==> config.mk <==
export PLATFORM = sky130hd
export DESIGN_NAME = mips_fetch_unit
export DESIGN_NICKNAME = d
export VERILOG_FILES = /design/src/rtl/mips_fetch_unit.sv
export SDC_FILE = /design/constraint.sdc
export NUM_CORES = 1
export LEC_CHECK = 0
export CORE_ASPECT_RATIO = 1.2
export CORE_UTILIZATION = 45
export DETAILED_ROUTE_END_ITERATION = 6
export GPL_TIMING_DRIVEN = 1
export PLACE_DENSITY = 0.85
export REMOVE_ABC_BUFFERS = 1
export SLEW_MARGIN = 5
export SYNTH_ARGS = -nofsm -noshare
export SYNTH_HDL_FRONTEND = slang
export SYNTH_SLANG_ARGS = --single-unit
export TNS_END_PERCENT = 10
==> constraint.sdc <==
create_clock -name clk -period 4.2 [get_ports clk]
set_input_delay 1.05 -clock clk [delete_from_list [all_inputs] [get_ports clk]]
set_output_delay 1.05 -clock clk [all_outputs]
set_load 0.02 [all_outputs]
==> src/rtl/mips_fetch_unit.sv <==
// PC / instruction-fetch stage for one manycore MIPS core.
// Drives the ROM address from the pc register, buffers the returned word in a
// one-entry IF buffer (valid/ready toward decode), handles branch redirects,
// halt-opcode detection and out-of-window / misaligned fetch faults.
module mips_fetch_unit #(
  parameter int          coreID      = 0,
  parameter logic [31:0] RESET_PC    = 32'h0000_0000,
  parameter int          ROM_WORDS   = 32,
  parameter logic [5:0]  HALT_OPCODE = 6'd63
) (
  input  logic        clk,
  input  logic        reset,
  input  logic        start,
  output logic [31:0] rom_addr,
  input  logic [31:0] rom_data,
  output logic [31:0] instr_out,
  output logic [31:0] pc_out,
  output logic        instr_valid,
  input  logic        instr_ready,
  input  logic        branch_taken,
  input  logic [31:0] branch_target,
  output logic        halted,
  output logic        fault,
  output logic [15:0] fetch_count
);

  typedef enum logic [1:0] {IDLE, RUN, HALTED, FAULT} state_t;

  localparam logic [31:0] WIN_BYTES = 32'(ROM_WORDS) * 32'd4;

  state_t      state, state_nx;
  logic [31:0] pc, pc_nx, instr_nx, pc_out_nx, fault_addr;
  logic        valid_nx, acc, load;

  // Offset from the window base; a single unsigned compare also rejects
  // addresses below RESET_PC because they wrap to huge offsets.
  function automatic logic in_win(input logic [31:0] a);
    return (a - RESET_PC) < WIN_BYTES;
  endfunction

  assign acc      = instr_valid & instr_ready;
  assign load     = (state == RUN) & (~instr_valid | instr_ready);
  assign rom_addr = pc;
  assign halted   = (state == HALTED);
  assign fault    = (state == FAULT);

  // Next-state and next buffer contents; everything holds unless a rule fires.
  always_comb begin
    state_nx   = state;
    pc_nx      = pc;
    instr_nx   = instr_out;
    pc_out_nx  = pc_out;
    valid_nx   = instr_valid;
    fault_addr = pc;
    case (state)
      IDLE: begin
        valid_nx = 1'b0;
        if (start) state_nx = RUN;
      end
      RUN: begin
        if (acc && branch_taken) begin
          // Redirect wins over anything detected on the word at the old pc.
          valid_nx = 1'b0;
          if (branch_target[1:0] != 2'b00 || !in_win(branch_target)) begin
            state_nx   = FAULT;
            fault_addr = branch_target;
          end else begin
            pc_nx = branch_target;
          end
        end else if (load && !in_win(pc)) begin
          state_nx = FAULT;
          valid_nx = 1'b0;
        end else if (load && rom_data[31:26] == HALT_OPCODE) begin
          // Halt word is swallowed; pc stays pointing at it.
          state_nx = HALTED;
          valid_nx = 1'b0;
        end else if (load) begin
          instr_nx  = rom_data;
          pc_out_nx = pc;
          valid_nx  = 1'b1;
          pc_nx     = pc + 32'd4;
        end
      end
      default: valid_nx = 1'b0;
    endcase
  end

  // State, pc, IF buffer and the saturating handshake counter.
  always_ff @(posedge clk) begin
    if (reset) begin
      state       <= IDLE;
      pc          <= RESET_PC;
      instr_out   <= '0;
      pc_out      <= '0;
      instr_valid <= 1'b0;
      fetch_count <= '0;
    end else begin
      state       <= state_nx;
      pc          <= pc_nx;
      instr_out   <= instr_nx;
      pc_out      <= pc_out_nx;
      instr_valid <= valid_nx;
      if (acc && fetch_count != 16'hFFFF) fetch_count <= fetch_count + 16'd1;
    end
  end

`ifndef SYNTHESIS
  // Simulation-only notice on fault entry.
  always_ff @(posedge clk) begin
    if (!reset && state != FAULT && state_nx == FAULT)
      $display("core %0d: fetch fault at address 0x%08h", coreID, fault_addr);
  end
`endif

endmodule

== Word-level counts from Yosys, hierarchy flattened ==
Cells that the tools add are included.
W data, S select, Z words.

* Register bits: 115
* Input port bits: 69

* $add $sub $neg: 2
* Bitwise logic cells: 8
* Reduce and logical (&&, ||, !) cells: 15
* Equality and inequality tests: 11
* Multiplexer cells: 11
* $lt $le $gt $ge: 2

{| class="wikitable"
|+ Operators with widths
! kind !! count
|-
| $mux W32 || 5
|-
| $lt A32 B8 Y1 const B || 2
|-
| $add A32 B3 Y32 const B || 1
|-
| $add A16 B1 Y16 const B || 1
|-
| $ne A16 B16 Y1 const B || 1
|-
| $mux W2 || 5
|-
| $reduce_and A5 Y1 || 2
|-
| $ne A2 B2 Y1 const B || 4
|-
| $eq A6 B6 Y1 const B || 1
|-
| $reduce_bool A2 Y1 || 3
|-
| $not A1 Y1 || 5
|-
| $reduce_or A5 Y1 || 1
|-
| $eq A2 B2 Y1 const B || 2
|-
| $logic_and A1 B1 Y1 || 4
|-
| $ne A4 B1 Y1 const B || 1
|-
| $pmux W2 S2 || 1
|-
| $reduce_and A4 Y1 || 1
|-
| $ne A3 B2 Y1 const B || 1
|-
| $and A1 B1 Y1 || 2
|-
| $eq A2 B1 Y1 const B || 1
|-
| $logic_not A1 Y1 || 2
|-
| $logic_not A2 Y1 || 1
|-
| $logic_or A1 B1 Y1 || 1
|-
| $or A1 B1 Y1 || 1
|}

== Depth between registers and ports, before layout ==
* Word-level depth: 8
* Gate-level depth with buffers: 9
* Depth with buffers taken out: 6

== Worst setup path after synthesis ==
Ideal clock, no wire load.

* Path type: input -> register
* Start: input port branch_target[23]
* End: register pc[6], in the netlist rom_addr[6]
* Required time: 4083 ps
* Arrival: 2600 ps
* Setup slack: 1482 ps
* Stages on the path: 6
* Cell sequence: or4_1 -> or4_1 -> clkbuf_1 -> o21ai_4 -> o21ai_0 -> a32o_1

* Word-level cells in the longest chain between the ends: 5

{| class="wikitable"
|+ RTL lines
! element !! RTL line !! source
|-
| from (decl) || 21 || <nowiki>input logic [31:0] branch_target,</nowiki>
|-
| $lt A32 B8 Y1 || 38 || <nowiki>return (a - RESET_PC) < WIN_BYTES;</nowiki>
|-
| $logic_not A1 Y1 || 64 || <nowiki>if (branch_target[1:0] != 2'b00 || !in_win(branch_target)) begin</nowiki>
|-
| $logic_or A1 B1 Y1 || 64 ||
|-
| $ne A2 B2 Y1 (no line) || -- ||
|-
| $reduce_and A5 Y1 (no line) || -- ||
|-
| to (signal assigned) || 99 || <nowiki>pc <= pc_nx;</nowiki>
|-
| to (decl) || 32 || <nowiki>logic [31:0] pc, pc_nx, instr_nx, pc_out_nx, fault_addr;</nowiki>
|}

Every way passes these cells.
A chain may end at the register's enable or synchronous reset.

== Final worst setup path ==
* Start: input port instr_ready
* End: register pc[6], in the netlist rom_addr[6]

* Word-level cells in the longest chain between the ends: 5
* Elaborated cells on any way between the ends: 12
* Classes of those cells: 3 x eq/ne; 1 x mux; 3 x bitwise; 5 x reduce/logical

{| class="wikitable"
|+ RTL lines
! element !! RTL line !! source
|-
| from (decl) || 19 || <nowiki>input logic instr_ready,</nowiki>
|-
| $or A1 B1 Y1 || 42 || <nowiki>assign load = (state == RUN) & (~instr_valid | instr_ready);</nowiki>
|-
| $and A1 B1 Y1 || 42 ||
|-
| $logic_and A1 B1 Y1 (on tied branches) || 73, 70 ||
|-
| $ne A2 B2 Y1 (no line) || -- ||
|-
| $reduce_and A5 Y1 (no line) || -- ||
|}

Parallel ways exist; a longest one is shown, timed or not.

==> results.md <==
- Data arrival, critical path: 3.59 ns
- MaxCap Viol Count: 0
- Most common cell in the netlist: dfxtp_1
- Worst-Margin Slew: between 1 and 1.5 ns
- Status: finished clean
- Syn_area_per_cell: between 9 and 10 um^2
- Slew margin rel.: 0.264
- # resized after CTS: 0
- Clk_lat worst skew: 0.50 ns
- Buf+Inv Stages, Crit Path: 2
- Gr ovfl total: 0
- First-pass GRT wire length: 18400 um
- Crit-path cells: clkdlybuf4s50_1 > and3_1 > buf_4 > nand3_1 > or4_1 > o21ai_4 > o21ai_0 > a32o_1
- Cell Area, Synth: 4160 um^2
- Rows: 38
- Clock buffer depth: 2
- Synth cell types: 38
- Drt total wl: ~12000 um
- Main synth FF type: dfxtp_1
- Fin. Hold Viols: 0
- Pleak: 0.00258 uW
- Worst VDD drop: 0.000339 V
- Clock Skews: 0.00625 ns
- Root buffer cell: clkbuf_8
- Yosys top cell area share: 0.553
- ANT nets after route: 0
- Ys Warns: 0
- Top cells by count, synth: 115 x dfxtp_1, 87 x nand2_1, 50 x a21oi_1, 47 x and3_1, 21 x nor2_1
- Fmax: 313 MHz
- Vias/cell: approximately 5.2
- Cells after synthesis: 453
- Die Y: approximately 110 um
- GP Congestion: 0.941
- Post-synthesis sequential area ratio: 0.553
- Crit path launch type: primary input
- CTS buffer count: 17
- Hold depth: 2
- Reg-to-reg critical path endpoint: rom_addr[6]$_SDFFE_PP0P_
- Synth area leader: dfxtp_1
- Post-CTS Setup Bufs: 0
- I/O Buffers: 183
- Residual DRC count: 0
- Top cells by area, synth: dfxtp_1 55%, nand2_1 7.8%, and3_1 7.1%, a21oi_1 6.0%, nor4_1 2.1%
- Period minus WS final: around 3.2 ns
- Placed cells: 732
- Detailed-route via count: approximately 3900
- HP Class: reg2reg
- R2R setup slack: 1.66 ns
- Overall die width: 89.8 um
- Layout area overhead: 58.3%
- Detail Placement HPWL: 7820 um
- DR WL/cell: 15.1 um
- Worst reg-to-reg path cell count: 7
- Antenna diode count: 0
- Initial DRC count: around 200
- IO Count: 184
- Post-synth EDFFs: 0
- Die ar.: ~9600 um^2
- Final non-filler cell total: 764
- Initial core utilization: 0.461
- PwrDens: 462 nW/um^2
- Setup CP Type: in2reg
- CTS tree: built
- Total Routing Usage GR: 0.240
- Worst endpoint required time: 4.59 ns
- H-tree depth: 4
- Core ar.: 9030 um^2
- Hold bufs inserted after CTS: 0
- Seq cells post-synth: between 100 and 150
- Initial antenna violation count: 0
- Final core occ: 0.730
- Clock slew at reported path FFs: 0.05 ns
- CP Max Fanout: 18
- Nets: 702
- Slew Limit Fails: 0
- Vias in the first global route: 3882
- Slowest CP cell: or4_1
- Final period util: 0.760
- Delay-heaviest family, CP: simple AND/OR/NAND/NOR gates
- Share of cells above drive strength 1: 0.0652
- RSZ-0062 raised after global routing: no
- Endpoints failing setup: 0
- Hold Startpoint: pc_out[0]$_SDFFE_PP0P_
- Crit-path max cell delay: between 0.8 and 0.9 ns
- Setup_tns: 0 ns
- CTS sink cnt: approximately 120
- Post-synth ARST share: 0
- Largest net degree at the start of global routing: 65
- Hold EP: pc_out[0]$_SDFFE_PP0P_
- Reg2reg start: instr_valid$_SDFFE_PP0P_
- First-pass DRT Iterations: 5
- Worst setup EP type: flip-flop
## through the flow
step           power (uW)  cell area, um^2  setup WS (ns)  hold WS, ns
2_1_floorplan        1440             4000           1.31        0.469
4_1_cts              3070             6590           1.06        0.454
6_report             3050             6590           1.01        0.451
5_1_grt              3170             6590          0.911        0.477
3_3_place_gp         1680             6010          0.681        0.441
3_5_place_dp         1700             6010          0.546        0.446
## worst reg2reg max path, stage by stage, from the launching register on
cell and delay (ns):
dfxtp_1 0.42, and3_1 0.21, buf_4 0.19, nand3_1 0.12
or4_1 0.83, o21ai_4 0.25, o21ai_0 0.13, a32o_1 0.27
## flip-flops by register name, summed over array words and instances, names as in the netlist
name	cells
fetch_count	16
instr_out	32
instr_valid	1
pc_out	32
rom_addr	32
state	2
## kinds of logic after synthesis
family / Yosys count / synth area share
AO/OA/AOI/OAI: 71 / 0.102
XOR/XNOR: 12 / 0.0252
adder cells (fa/ha/maj): 2 / 0.00601
buffers and inverters: 32 / 0.0418
flip-flops: 115 / 0.553
multiplexers: 3 / 0.00721
AND/OR/NAND/NOR: 218 / 0.265
## area by class of cell
class                   instances  area [um^2]
multi-input cells             306         1690
inverters                       4         15.0
well taps                     120          150
fillers                       665         2440
flip-flops and latches        115         2300
repair buffers                187         1860
clock buffers                  22          473
clock inverters                10          105
## per-layer routing
layer | vias to the layer above | track usage | share of wire
li1 | 1924 | - | -
met1 | 1840 | 0.263 | 0.42
met2 | 159 | 0.427 | 0.50
met3 | 21 | 0.0650 | 0.058
met4 | 0 | 0.125 | 0.021
met5 | - | 0 | 0
## power by group
part / internal, uW / switching, uW
logic: 213 / 273
registers: 1150 / 39.3
clock network: 899 / 473
total: 2260 / 786
## how the worst max path moves through the flow
stage	endpoint	depth (start not counted)	startpoint	slack (ns)
final	rom_addr[6]$_SDFFE_PP0P_	8	instr_ready	1.01
after global routing	rom_addr[6]$_SDFFE_PP0P_	8	instr_ready	0.91
after CTS	rom_addr[6]$_SDFFE_PP0P_	8	instr_ready	1.06
after detailed placement	rom_addr[6]$_SDFFE_PP0P_	8	instr_ready	0.55
after global placement	rom_addr[4]$_SDFFE_PP0P_	8	instr_ready	0.68
after floorplan	rom_addr[6]$_SDFFE_PP0P_	6	branch_taken	1.31
## layout by cell type (no fill, tap or decap), types with 3 or more instances in the layout
master / netlist / final
xnor2_1: 4 / 4
or3_1: 3 / 3
o21ai_0: 6 / 6
nor3_1: 5 / 5
buf_4: 0 / 4
and3_1: 47 / 47
nand3_1: 9 / 9
and2_1: 10 / 10
clkbuf_16: 0 / 16
xor2_1: 8 / 8
and4_1: 3 / 3
nor2_1: 21 / 21
nand2b_1: 3 / 3
nand2_1: 87 / 87
nor4_1: 14 / 14
clkdlybuf4s50_1: 0 / 182
dfxtp_1: 115 / 115
clkbuf_8: 0 / 5
or4_1: 4 / 4
a21oi_1: 50 / 50
inv_1: 4 / 4
clkinv_2: 0 / 6
nand4_1: 6 / 6
mux2i_1: 3 / 3
No activity file was read; power rests on OpenSTA's default activity.
